<file path="config.mk">
export PLATFORM = sky130hd
export DESIGN_NAME = multicycle_control_unit
export DESIGN_NICKNAME = d
export VERILOG_FILES = /design/src/rtl/mcu_pkg.sv /design/src/rtl/mcu_alu_decoder.sv /design/src/rtl/multicycle_control_unit.sv
export SDC_FILE = /design/constraint.sdc
export NUM_CORES = 1
export LEC_CHECK = 0
export ABC_CLOCK_PERIOD_IN_PS = 1400
export BUFFER_PORTS_ARGS = -buffer_cell sky130_fd_sc_hd__clkbuf_2
export CORE_UTILIZATION = 41
export CTS_BUF_LIST = sky130_fd_sc_hd__clkbuf_16
export DETAILED_ROUTE_END_ITERATION = 12
export PLACE_DENSITY = 0.85
export SYNTH_ARGS = -nofsm -noshare
export SYNTH_HDL_FRONTEND = slang
export SYNTH_SLANG_ARGS = --single-unit
</file>
<file path="constraint.sdc">
create_clock -name clk -period 1.4 [get_ports clk]
set_clock_uncertainty 0.05 [all_clocks]
set_input_delay 0.14 -clock clk [delete_from_list [all_inputs] [get_ports clk]]
set_output_delay 0.14 -clock clk [all_outputs]
set_load 0.05 [all_outputs]
</file>
<file path="src/rtl/mcu_pkg.sv">
// Shared types and encodings for the multicycle ARM-subset controller.
// MCU_MUL_STALL_EN adds the MULWAIT state used by the multi-cycle multiply stall.
package mcu_pkg;

  typedef enum logic [3:0] {
    S_FETCH    = 4'd0,
    S_DECODE   = 4'd1,
    S_MEMADR   = 4'd2,
    S_MEMREAD  = 4'd3,
    S_MEMWB    = 4'd4,
    S_MEMWRITE = 4'd5,
    S_EXECR    = 4'd6,
    S_EXECI    = 4'd7,
    S_ALUWB    = 4'd8,
    S_BRANCH   = 4'd9
`ifdef MCU_MUL_STALL_EN
    , S_MULWAIT = 4'd10
`endif
  } state_t;

  localparam logic [2:0] ALU_ADD = 3'b000;
  localparam logic [2:0] ALU_SUB = 3'b001;
  localparam logic [2:0] ALU_MUL = 3'b010;
  localparam logic [2:0] ALU_ACM = 3'b011;
  localparam logic [2:0] ALU_AND = 3'b100;
  localparam logic [2:0] ALU_ORR = 3'b101;
  localparam logic [2:0] ALU_PRM = 3'b110;

  localparam logic [3:0] CMD_ADD = 4'b0000;
  localparam logic [3:0] CMD_SUB = 4'b0001;
  localparam logic [3:0] CMD_MUL = 4'b0010;
  localparam logic [3:0] CMD_CMP = 4'b0100;
  localparam logic [3:0] CMD_AND = 4'b1000;
  localparam logic [3:0] CMD_ORR = 4'b1001;
  localparam logic [3:0] CMD_PRM = 4'b1010;
  localparam logic [3:0] CMD_ACM = 4'b1011;

  localparam logic [1:0] OP_DP  = 2'b00;
  localparam logic [1:0] OP_MEM = 2'b01;
  localparam logic [1:0] OP_BR  = 2'b10;

  localparam logic [1:0] RES_ALUOUT    = 2'b00;
  localparam logic [1:0] RES_READDATA  = 2'b01;
  localparam logic [1:0] RES_ALURESULT = 2'b10;

  localparam logic [1:0] SRCB_RM   = 2'b00;
  localparam logic [1:0] SRCB_IMM  = 2'b01;
  localparam logic [1:0] SRCB_FOUR = 2'b10;

endpackage

</file>
<file path="src/rtl/mcu_alu_decoder.sv">
// Combinational decode of the data-processing command/S bits into ALU
// operation, flag-write enables and the CMP no-write indication.
module mcu_alu_decoder
  import mcu_pkg::*;
(
  input  logic [1:0] op,
  input  logic [4:0] cmd_s,
  output logic [2:0] alu_op,
  output logic [1:0] flag_w,
  output logic       no_write
);

  logic arith;

  always_comb begin
    alu_op = ALU_ADD;
    arith  = 1'b0;
    case (cmd_s[4:1])
      CMD_ADD: begin alu_op = ALU_ADD; arith = 1'b1; end
      CMD_SUB: begin alu_op = ALU_SUB; arith = 1'b1; end
      CMD_CMP: begin alu_op = ALU_SUB; arith = 1'b1; end
      CMD_MUL: alu_op = ALU_MUL;
      CMD_AND: alu_op = ALU_AND;
      CMD_ORR: alu_op = ALU_ORR;
      CMD_PRM: alu_op = ALU_PRM;
      CMD_ACM: alu_op = ALU_ACM;
      default: alu_op = ALU_ADD;
    endcase
  end

  // C/V only make sense for the adder-based operations
  assign flag_w   = {cmd_s[0], cmd_s[0] & arith};
  assign no_write = (op == OP_DP) && (cmd_s[4:1] == CMD_CMP);

endmodule

</file>
<file path="src/rtl/multicycle_control_unit.sv">
// Moore FSM sequencing ARM-subset instructions over a shared ALU/memory.
// Define MCU_MUL_STALL_EN to stall MUL for MUL_LATENCY execute cycles.
module multicycle_control_unit
  import mcu_pkg::*;
#(
  parameter int ALU_CTRL_W  = 3,
  parameter int MUL_LATENCY = 4
)
(
  input  logic                  clk,
  input  logic                  reset,
  input  logic [1:0]            Op,
  input  logic [5:0]            Funct,
  input  logic [3:0]            Rd,
  input  logic                  CondEx,
  input  logic                  MemReady,
  output logic                  PCWrite,
  output logic                  AdrSrc,
  output logic                  IRWrite,
  output logic                  MemW,
  output logic                  RegW,
  output logic [1:0]            ResultSrc,
  output logic                  ALUSrcA,
  output logic [1:0]            ALUSrcB,
  output logic [1:0]            ImmSrc,
  output logic [1:0]            RegSrc,
  output logic [ALU_CTRL_W-1:0] ALUControl,
  output logic [1:0]            FlagW,
  output logic                  NoWrite,
  output logic                  InstrDone,
  output logic                  Illegal,
  output state_t                fsm_state
);

  if (MUL_LATENCY < 1 || MUL_LATENCY > 15) begin : g_bad_latency
    $error("MUL_LATENCY must be in 1..15");
  end

  state_t     state;
  logic [2:0] dec_alu;
  logic [1:0] dec_flag_w;
  logic       dec_no_write;
  logic       rd_pc;
  logic       pc_write, ir_write, mem_w, reg_w, instr_done, illegal;
  logic [1:0] flag_w;
  logic [2:0] alu_sel;

  mcu_alu_decoder u_alu_dec (
    .op       (Op),
    .cmd_s    (Funct[4:0]),
    .alu_op   (dec_alu),
    .flag_w   (dec_flag_w),
    .no_write (dec_no_write)
  );

  assign rd_pc = (Rd == 4'd15);

`ifdef MCU_MUL_STALL_EN
  logic [3:0] mul_cnt;
  logic       mul_stall;
  assign mul_stall = (dec_alu == ALU_MUL) && (MUL_LATENCY > 1);
`endif

  always_ff @(posedge clk or posedge reset) begin
    if (reset) begin
      state <= S_FETCH;
`ifdef MCU_MUL_STALL_EN
      mul_cnt <= '0;
`endif
    end else begin
      case (state)
        S_FETCH:  if (MemReady) state <= S_DECODE;
        S_DECODE: begin
          case (Op)
            OP_MEM:  state <= S_MEMADR;
            OP_DP:   state <= Funct[5] ? S_EXECI : S_EXECR;
            OP_BR:   state <= S_BRANCH;
            default: state <= S_FETCH;
          endcase
        end
        S_MEMADR:   state <= Funct[0] ? S_MEMREAD : S_MEMWRITE;
        S_MEMREAD:  if (MemReady) state <= S_MEMWB;
        S_MEMWRITE: if (MemReady) state <= S_FETCH;
        S_EXECR, S_EXECI: begin
`ifdef MCU_MUL_STALL_EN
          if (mul_stall) begin
            state   <= S_MULWAIT;
            mul_cnt <= 4'(MUL_LATENCY - 1);
          end else begin
            state <= S_ALUWB;
          end
`else
          state <= S_ALUWB;
`endif
        end
`ifdef MCU_MUL_STALL_EN
        // count of 1 marks the final wait cycle; it reaches 0 on leaving
        S_MULWAIT: begin
          mul_cnt <= mul_cnt - 4'd1;
          if (mul_cnt == 4'd1) state <= S_ALUWB;
        end
`endif
        default: state <= S_FETCH;
      endcase
    end
  end

  always_comb begin
    pc_write   = 1'b0;
    ir_write   = 1'b0;
    mem_w      = 1'b0;
    reg_w      = 1'b0;
    instr_done = 1'b0;
    illegal    = 1'b0;
    flag_w     = 2'b00;
    alu_sel    = ALU_ADD;
    AdrSrc     = 1'b0;
    ResultSrc  = RES_ALUOUT;
    ALUSrcA    = 1'b0;
    ALUSrcB    = SRCB_RM;
    case (state)
      S_FETCH: begin
        ALUSrcA   = 1'b1;
        ALUSrcB   = SRCB_FOUR;
        ResultSrc = RES_ALURESULT;
        ir_write  = MemReady;
        pc_write  = MemReady;
      end
      S_DECODE: begin
        ALUSrcA   = 1'b1;
        ALUSrcB   = SRCB_FOUR;
        ResultSrc = RES_ALURESULT;
        illegal    = (Op == 2'b11);
        instr_done = (Op == 2'b11);
      end
      S_MEMADR:  ALUSrcB = SRCB_IMM;
      S_MEMREAD: AdrSrc = 1'b1;
      S_MEMWB: begin
        ResultSrc  = RES_READDATA;
        reg_w      = CondEx;
        pc_write   = CondEx & rd_pc;
        instr_done = 1'b1;
      end
      S_MEMWRITE: begin
        AdrSrc     = 1'b1;
        mem_w      = CondEx;
        instr_done = MemReady;
      end
      S_EXECR, S_EXECI: begin
        ALUSrcB = (state == S_EXECI) ? SRCB_IMM : SRCB_RM;
        alu_sel = dec_alu;
`ifdef MCU_MUL_STALL_EN
        flag_w  = mul_stall ? 2'b00 : dec_flag_w;
`else
        flag_w  = dec_flag_w;
`endif
      end
`ifdef MCU_MUL_STALL_EN
      S_MULWAIT: begin
        alu_sel = ALU_MUL;
        flag_w  = (mul_cnt == 4'd1) ? dec_flag_w : 2'b00;
      end
`endif
      S_ALUWB: begin
        ResultSrc  = RES_ALUOUT;
        reg_w      = CondEx & ~dec_no_write;
        pc_write   = CondEx & ~dec_no_write & rd_pc;
        instr_done = 1'b1;
      end
      S_BRANCH: begin
        ALUSrcB    = SRCB_IMM;
        ResultSrc  = RES_ALURESULT;
        pc_write   = CondEx;
        instr_done = 1'b1;
      end
      default: ;
    endcase
  end

  // reset masks every strobe even though the mux selects track FETCH
  assign PCWrite    = pc_write & ~reset;
  assign IRWrite    = ir_write & ~reset;
  assign MemW       = mem_w & ~reset;
  assign RegW       = reg_w & ~reset;
  assign FlagW      = flag_w & {2{~reset}};
  assign InstrDone  = instr_done & ~reset;
  assign Illegal    = illegal & ~reset;
  assign ALUControl = ALU_CTRL_W'(alu_sel);
  assign NoWrite    = dec_no_write;
  assign ImmSrc     = Op;
  assign RegSrc     = {(Op == OP_MEM) & ~Funct[0], (Op == OP_BR)};
  assign fsm_state  = state;

endmodule

</file>
==> summary.md, run 1 <==
| Metric | Value |
|---|---|
| #FFs+latches synth | `4` |
| Post-synthesis instance area | `632 um^2` |
| Max H-tree Level | `1` |
| Post-Syn Nets | `approximately 100` |
| Err | `[ERROR DPL-0038] Utilization greater than 100%, impossible to legalize` |
| CTS Buf Count | `3` |
| Row count | `13` |
| Status | `stopped before the end` |
| Syn avg cell area | `7.71 um^2` |
| Post-CTS repair timing setup buffer count | `6` |
| Halt Stage | `clock tree synthesis (4_1_cts)` |
| Unique masters post-synth | `35` |
| Seq/Total Area, Yosys | `between 10% and 20%` |
| Port Buf Inserts | `41` |
| Cell Area, Placed | `1240 um^2` |
| Starting Density | `roughly 46%` |
| RD Place Congestion | `0.831` |
| Die boundary height | `41.3 um` |
| Die W | `41.3 um` |
| Num Clock Sinks | `4` |
| DP Wirelength | `2.22 mm` |
| Root Buffer | `clkbuf_16` |
| Clock Path Buffers | `2` |
| Hold buffers post-CTS | `1` |
| Post-synthesis cell count | `82` |
| Synth Warn # | `0` |
| Post-Place Worst Slack | `-0.215 ns` |
| Post_cts resized | `65` |
| Top-level I/O count | `42` |
-- kinds of logic after synthesis --
family	synth area share, %
AOI/OAI and AO/OA	25.1
xor gates and xnor gates	2.77
buffers and inverters	14.1
DFF	15.8
and+or+nand+nor	42.2
-- cell usage after synthesis --
cell type	number	area, um^2
nor3_2	1	10.0
nor3b_2	1	12.5
nand2b_4	1	13.8
a21boi_0	1	7.51
nand2b_1	4	25.0
nor4b_4	2	47.6
nor4b_1	1	8.76
o21ai_1	1	5.00
nor2b_1	1	6.26
o31a_1	1	8.76
buf_4	5	37.5
xnor2_1	1	8.76
and2_2	1	7.51
a2111oi_2	1	15.0
nor3_1	6	30.0
a21oi_1	1	5.00
buf_6	1	11.3
a211oi_2	2	25.0
nand2_1	8	30.0
o311a_1	1	10.0
dfrtp_1	4	100
and4_1	1	8.76
xor2_1	1	8.76
a31oi_1	2	12.5
o31ai_1	1	7.51
o32ai_1	1	8.76
nor3b_1	2	15.0
nor2_1	8	30.0
nand4_1	1	6.26
o22a_1	3	26.3
nand3_1	3	15.0
a2111oi_0	2	17.5
buf_2	2	10.0
o21ai_0	2	10.0
inv_1	8	30.0
-- per-stage QoR --
| step | hold slack [ns] | utilization [%] | cells | setup TNS (ns) |
|---|---|---|---|---|
| after floorplan | -0.136 | - | 82 | -4.75 |
| after detailed placement | 0.182 | 90.5 | 161 | -1.40 |
| after global placement | 0.171 | 90.5 | 161 | -0.872 |
==> run 2, diff against run 1 <==
--- a/config.mk
+++ b/config.mk
@@ -7,10 +7,10 @@
 export LEC_CHECK = 0
 export ABC_CLOCK_PERIOD_IN_PS = 1400
 export BUFFER_PORTS_ARGS = -buffer_cell sky130_fd_sc_hd__clkbuf_2
-export CORE_UTILIZATION = 41
-export CTS_BUF_LIST = sky130_fd_sc_hd__clkbuf_16
+export CORE_AREA = 2 2 63 65
 export DETAILED_ROUTE_END_ITERATION = 12
-export PLACE_DENSITY = 0.85
+export DIE_AREA = 0 0 65 67
+export PLACE_DENSITY_LB_ADDON = 0.15
 export SYNTH_ARGS = -nofsm -noshare
 export SYNTH_HDL_FRONTEND = slang
 export SYNTH_SLANG_ARGS = --single-unit
==> run 2 against run 1 <==
  * The flow now finishes, with violations (negative setup slack)
  * Synthesized cell count did not move
  * Synthesized area did not move
==> summary.md, run 2 <==
| Metric | Value |
|---|---|
| Status | `complete, but fails checks` |
| Failing checks | `negative setup slack` |
| Synth cell count leaders | `8 x inv_1, 8 x nand2_1, 8 x nor2_1` |
| Post-synthesis cell count | `82 (unchanged)` |
| Vias | `a little over 900` |
| Final Hold Fails | `0` |
| Post-Syn Nets | `98 (unchanged)` |
| Cell Area, Placed | `1440 um^2 (+16%)` |
| Type of destination of the critical path | `output port` |
| CP Buf/Inv Count | `3` |
| Top cells by area, synth | `dfrtp_1 16%, nor4b_4 7.5%, buf_4 5.9%, nor3_1 4.8%, inv_1 4.8%` |
| Minimum clock period | `1.76 ns` |
| Max cap viols | `0` |
| Post-synthesis instance area | `632 um^2 (unchanged)` |
| Setup crit start | `fsm_state[2]$_DFFE_PP0P_` |
| Arrival time worst endpoint | `between 1.5 and 2 ns` |
| Area of the core | `between 3000 and 4000 um^2` |
| Iteration-0 DRC Markers | `18` |
| Die boundary height | `67 um (+62%)` |
| Final nets | `about 180` |
| Top-area cell type share of the netlist area | `15.8% (unchanged)` |
| Largest family of logic cells by synthesized area | `simple AND/OR/NAND/NOR gates` |
| Relative slew slack | `78.3%` |
| Wire per inst | `around 13 um` |
| Maximum clock frequency | `roughly 0.57 GHz` |
| Pwr/cell area | `2340 nW/um^2` |
| Clock Path Buffers | `2 (unchanged)` |
| Num Clock Sinks | `4 (unchanged)` |
| Area Overhead vs Synth | `191%` |
| Family with the most delay on the worst path | `buffers and inverters` |
| Final slew viol count | `0` |
| Xor/xnor cell area share of the yosys netlist | `2.77% (unchanged)` |
| Post-Route WL | `2.81 mm` |
| Grt total ovfl | `0` |
| Final period utilization | `126%` |
| Synth Area in Compound Gates | `25.1% (unchanged)` |
| Critical path cell sequence | `buf_4 > buf_4 > xor2_1 > o32ai_4 > buf_12` |
| Startpoint types | `register` |
| Core Util, Final | `around half` |
| Crit-path max FO | `4` |
| Inst Count DP | `197 (+22%)` |
| Slew @ Worst Pin | `between 0.3 and 0.4 ns` |
| Cell Count, Final, Fillers Out | `213` |
| DP Wirelength | `2.14 mm (-3.4%)` |
| Slowest cell delay on critical path | `about 0.42 ns` |
| Worst Setup EP | `ALUSrcB[0]` |
| CP Class | `reg -> out` |
| Leading area contributor after synthesis | `dfrtp_1` |
| Fin area | `roughly 1800 um^2` |
| Hold Crit Class | `in -> reg` |
| Max reg flops | `4` |
| Pleak | `approximately 0.78 nW` |
| Most frequent cells in the layout | `31 x buf_4, 23 x clkbuf_2, 13 x buf_6` |
| Reg area | `~110 um^2` |
| Fraction of layout cells with a size suffix above 1 | `80.0%` |
| Reg2reg path depth | `6` |
| Ys async rst share | `100% (unchanged)` |
| Stages on the worst setup path | `5` |
| Syn avg cell area | `7.71 um^2 (unchanged)` |
| Starting Density | `17.5% (-29 points)` |
| Worst hold slack | `~0.37 ns` |
| Later-pin clock latency in the skew report | `0.22 ns` |
| Peak supply drop | `about 0.0021 V` |
| GRT Resource Usage Total | `a little over an eighth` |
| Seq/Total Area, Yosys | `15.8% (unchanged)` |
| Commonest non-fill, non-tap cell in the layout | `buf_4` |
| Setup-failing EPs final | `19` |
| #FFs+latches synth | `4 (unchanged)` |
| RR Endpoint | `fsm_state[0]$_DFFE_PP0P_` |
| Drt drc | `0` |
| TNS Setup | `-4.23 ns` |
| Synth Area in Simple Gates | `42.2% (unchanged)` |
| Antenna Nets Post-Route | `0` |
| Die W | `65 um (+58%)` |
| Max H-tree Level | `1 (unchanged)` |
| RD Place Congestion | `0.766 (-7.9%)` |
| R2r setup slk | `-0.13 ns` |
| Post-synthesis mux area share | `0% (unchanged)` |
| CP most frequent cell | `buf_4` |
| Diodes inserted | `0` |
| Largest net degree at the start of global routing | `10` |
| Vias per inst | `~4.4` |
| Worst-path clk slew | `around 0.030 ns` |
| Pre-antenna DRT Iters | `4` |
| Antenna violations before repair | `0` |
| Setup WS post-layout | `-0.364 ns` |
| TritonCTS clock tree | `done` |
| Req. time, crit path | `roughly 1.2 ns` |
| Row count | `22 (+9)` |
| Root Buffer | `clkbuf_8` |
| Fillers | `336` |
| Adder-Cell Fraction of Synth Area | `0% (unchanged)` |
| CP max-delay cell | `dfrtp_2` |
| Post-synth top flop | `dfrtp_1` |
| CTS Buf Count | `3 (unchanged)` |
| Unique masters post-synth | `35 (unchanged)` |
| R2r startpoint | `fsm_state[2]$_DFFE_PP0P_` |
| Top-level I/O count | `42 (unchanged)` |
| Multi-input gate area | `around 730 um^2` |
| Port Buf Inserts | `41 (unchanged)` |
| Die area | `roughly 4400 um^2` |
| Unrepaired setup endpoints after global routing | `true` |
| Synth Warn # | `0 (unchanged)` |
| First-pass GRT wire length | `between 4 and 5 mm` |
| Number of global-route vias before repair | `just under 1,000` |
| Number of synthesized flops with an enable pin | `0 (unchanged)` |
==> run 2: cell counts after synthesis <==
No cell type changed its count.
==> run 2: worst min-delay path by stage <==
stage | from | endpoint | cells past startpoint
floorplan | reset | fsm_state[0]$_DFFE_PP0P_ | 1
global placement | reset | fsm_state[3]$_DFFE_PP0P_ | 3
detailed placement | reset | fsm_state[3]$_DFFE_PP0P_ | 3
CTS | Op[1] | fsm_state[1]$_DFFE_PP0P_ | 4
global route | Op[1] | fsm_state[1]$_DFFE_PP0P_ | 4
finish | Op[0] | fsm_state[3]$_DFFE_PP0P_ | 5
==> run 2: cell type report <==
cell class / count / area share [%]
Clock buffer: 3 / 2.24
Inverter: 8 / 1.84
Multi-Input combinational cell: 62 / 39.8
Sequential cell: 4 / 5.71
Tap cell: 48 / 3.27
Timing Repair Buffer: 88 / 47.1
==> run 2: worst register-to-register path, delay by kind of cell, from the launching register on <==
| family | cells | cell delay (ns) |
|---|---|---|
| flip-flops | 1 | 0.42 |
| AO/OA/AOI/OAI | 2 | 0.50 |
| AND/OR/NAND/NOR | 1 | 0.10 |
| buffers and inverters | 3 | 0.38 |
==> run 2: cell families (layout without fill, tap and decap cells) <==
| group | Yosys count | in the layout |
|---|---|---|
| buffers and inverters | 16 | 99 |
| AOI/OAI and AO/OA | 19 | 19 |
| DFF | 4 | 4 |
| and+or+nand+nor | 41 | 41 |
| xor gates and xnor gates | 2 | 2 |
==> run 2: stage by stage <==
step / worst slack [ns] / total power [mW]
6_report: -0.364 / 4.30
5_1_grt: -0.419 / 4.52
4_1_cts: -0.387 / 3.96
3_5_place_dp: -0.184 / 3.23
3_3_place_gp: -0.181 / 3.23
2_1_floorplan: -0.579 / 2.21
==> run 2: timing repair <==
item                                   CTS  global route
buffers inserted                         9             5
setup endpoints to repair               18            19
endpoints found under the hold margin    4             0
hold buffers                             1             0
pin swaps                               14             8
gates cloned                             0             0
gates resized for setup                 39            19
==> run 2: report_power, final <==
group	internal, mW	leakage [nW]	switching [mW]	total [mW]
Combinational	1.82	0.711	1.96	3.78
Clock	0.183	0.0216	0.0609	0.244
Sequential	0.179	0.0465	0.103	0.282
==> run 2: routing by layer <==
metal | vias up | GRT usage (%) | share of wire [%]
li1 | 468 | - | -
met4 | 0 | 4.79 | 0.96
met5 | - | 0 | 0
met1 | 431 | 15.3 | 40
met3 | 4 | 1.52 | 4.7
met2 | 31 | 25.4 | 54
(Power assumes the default switching activity.)
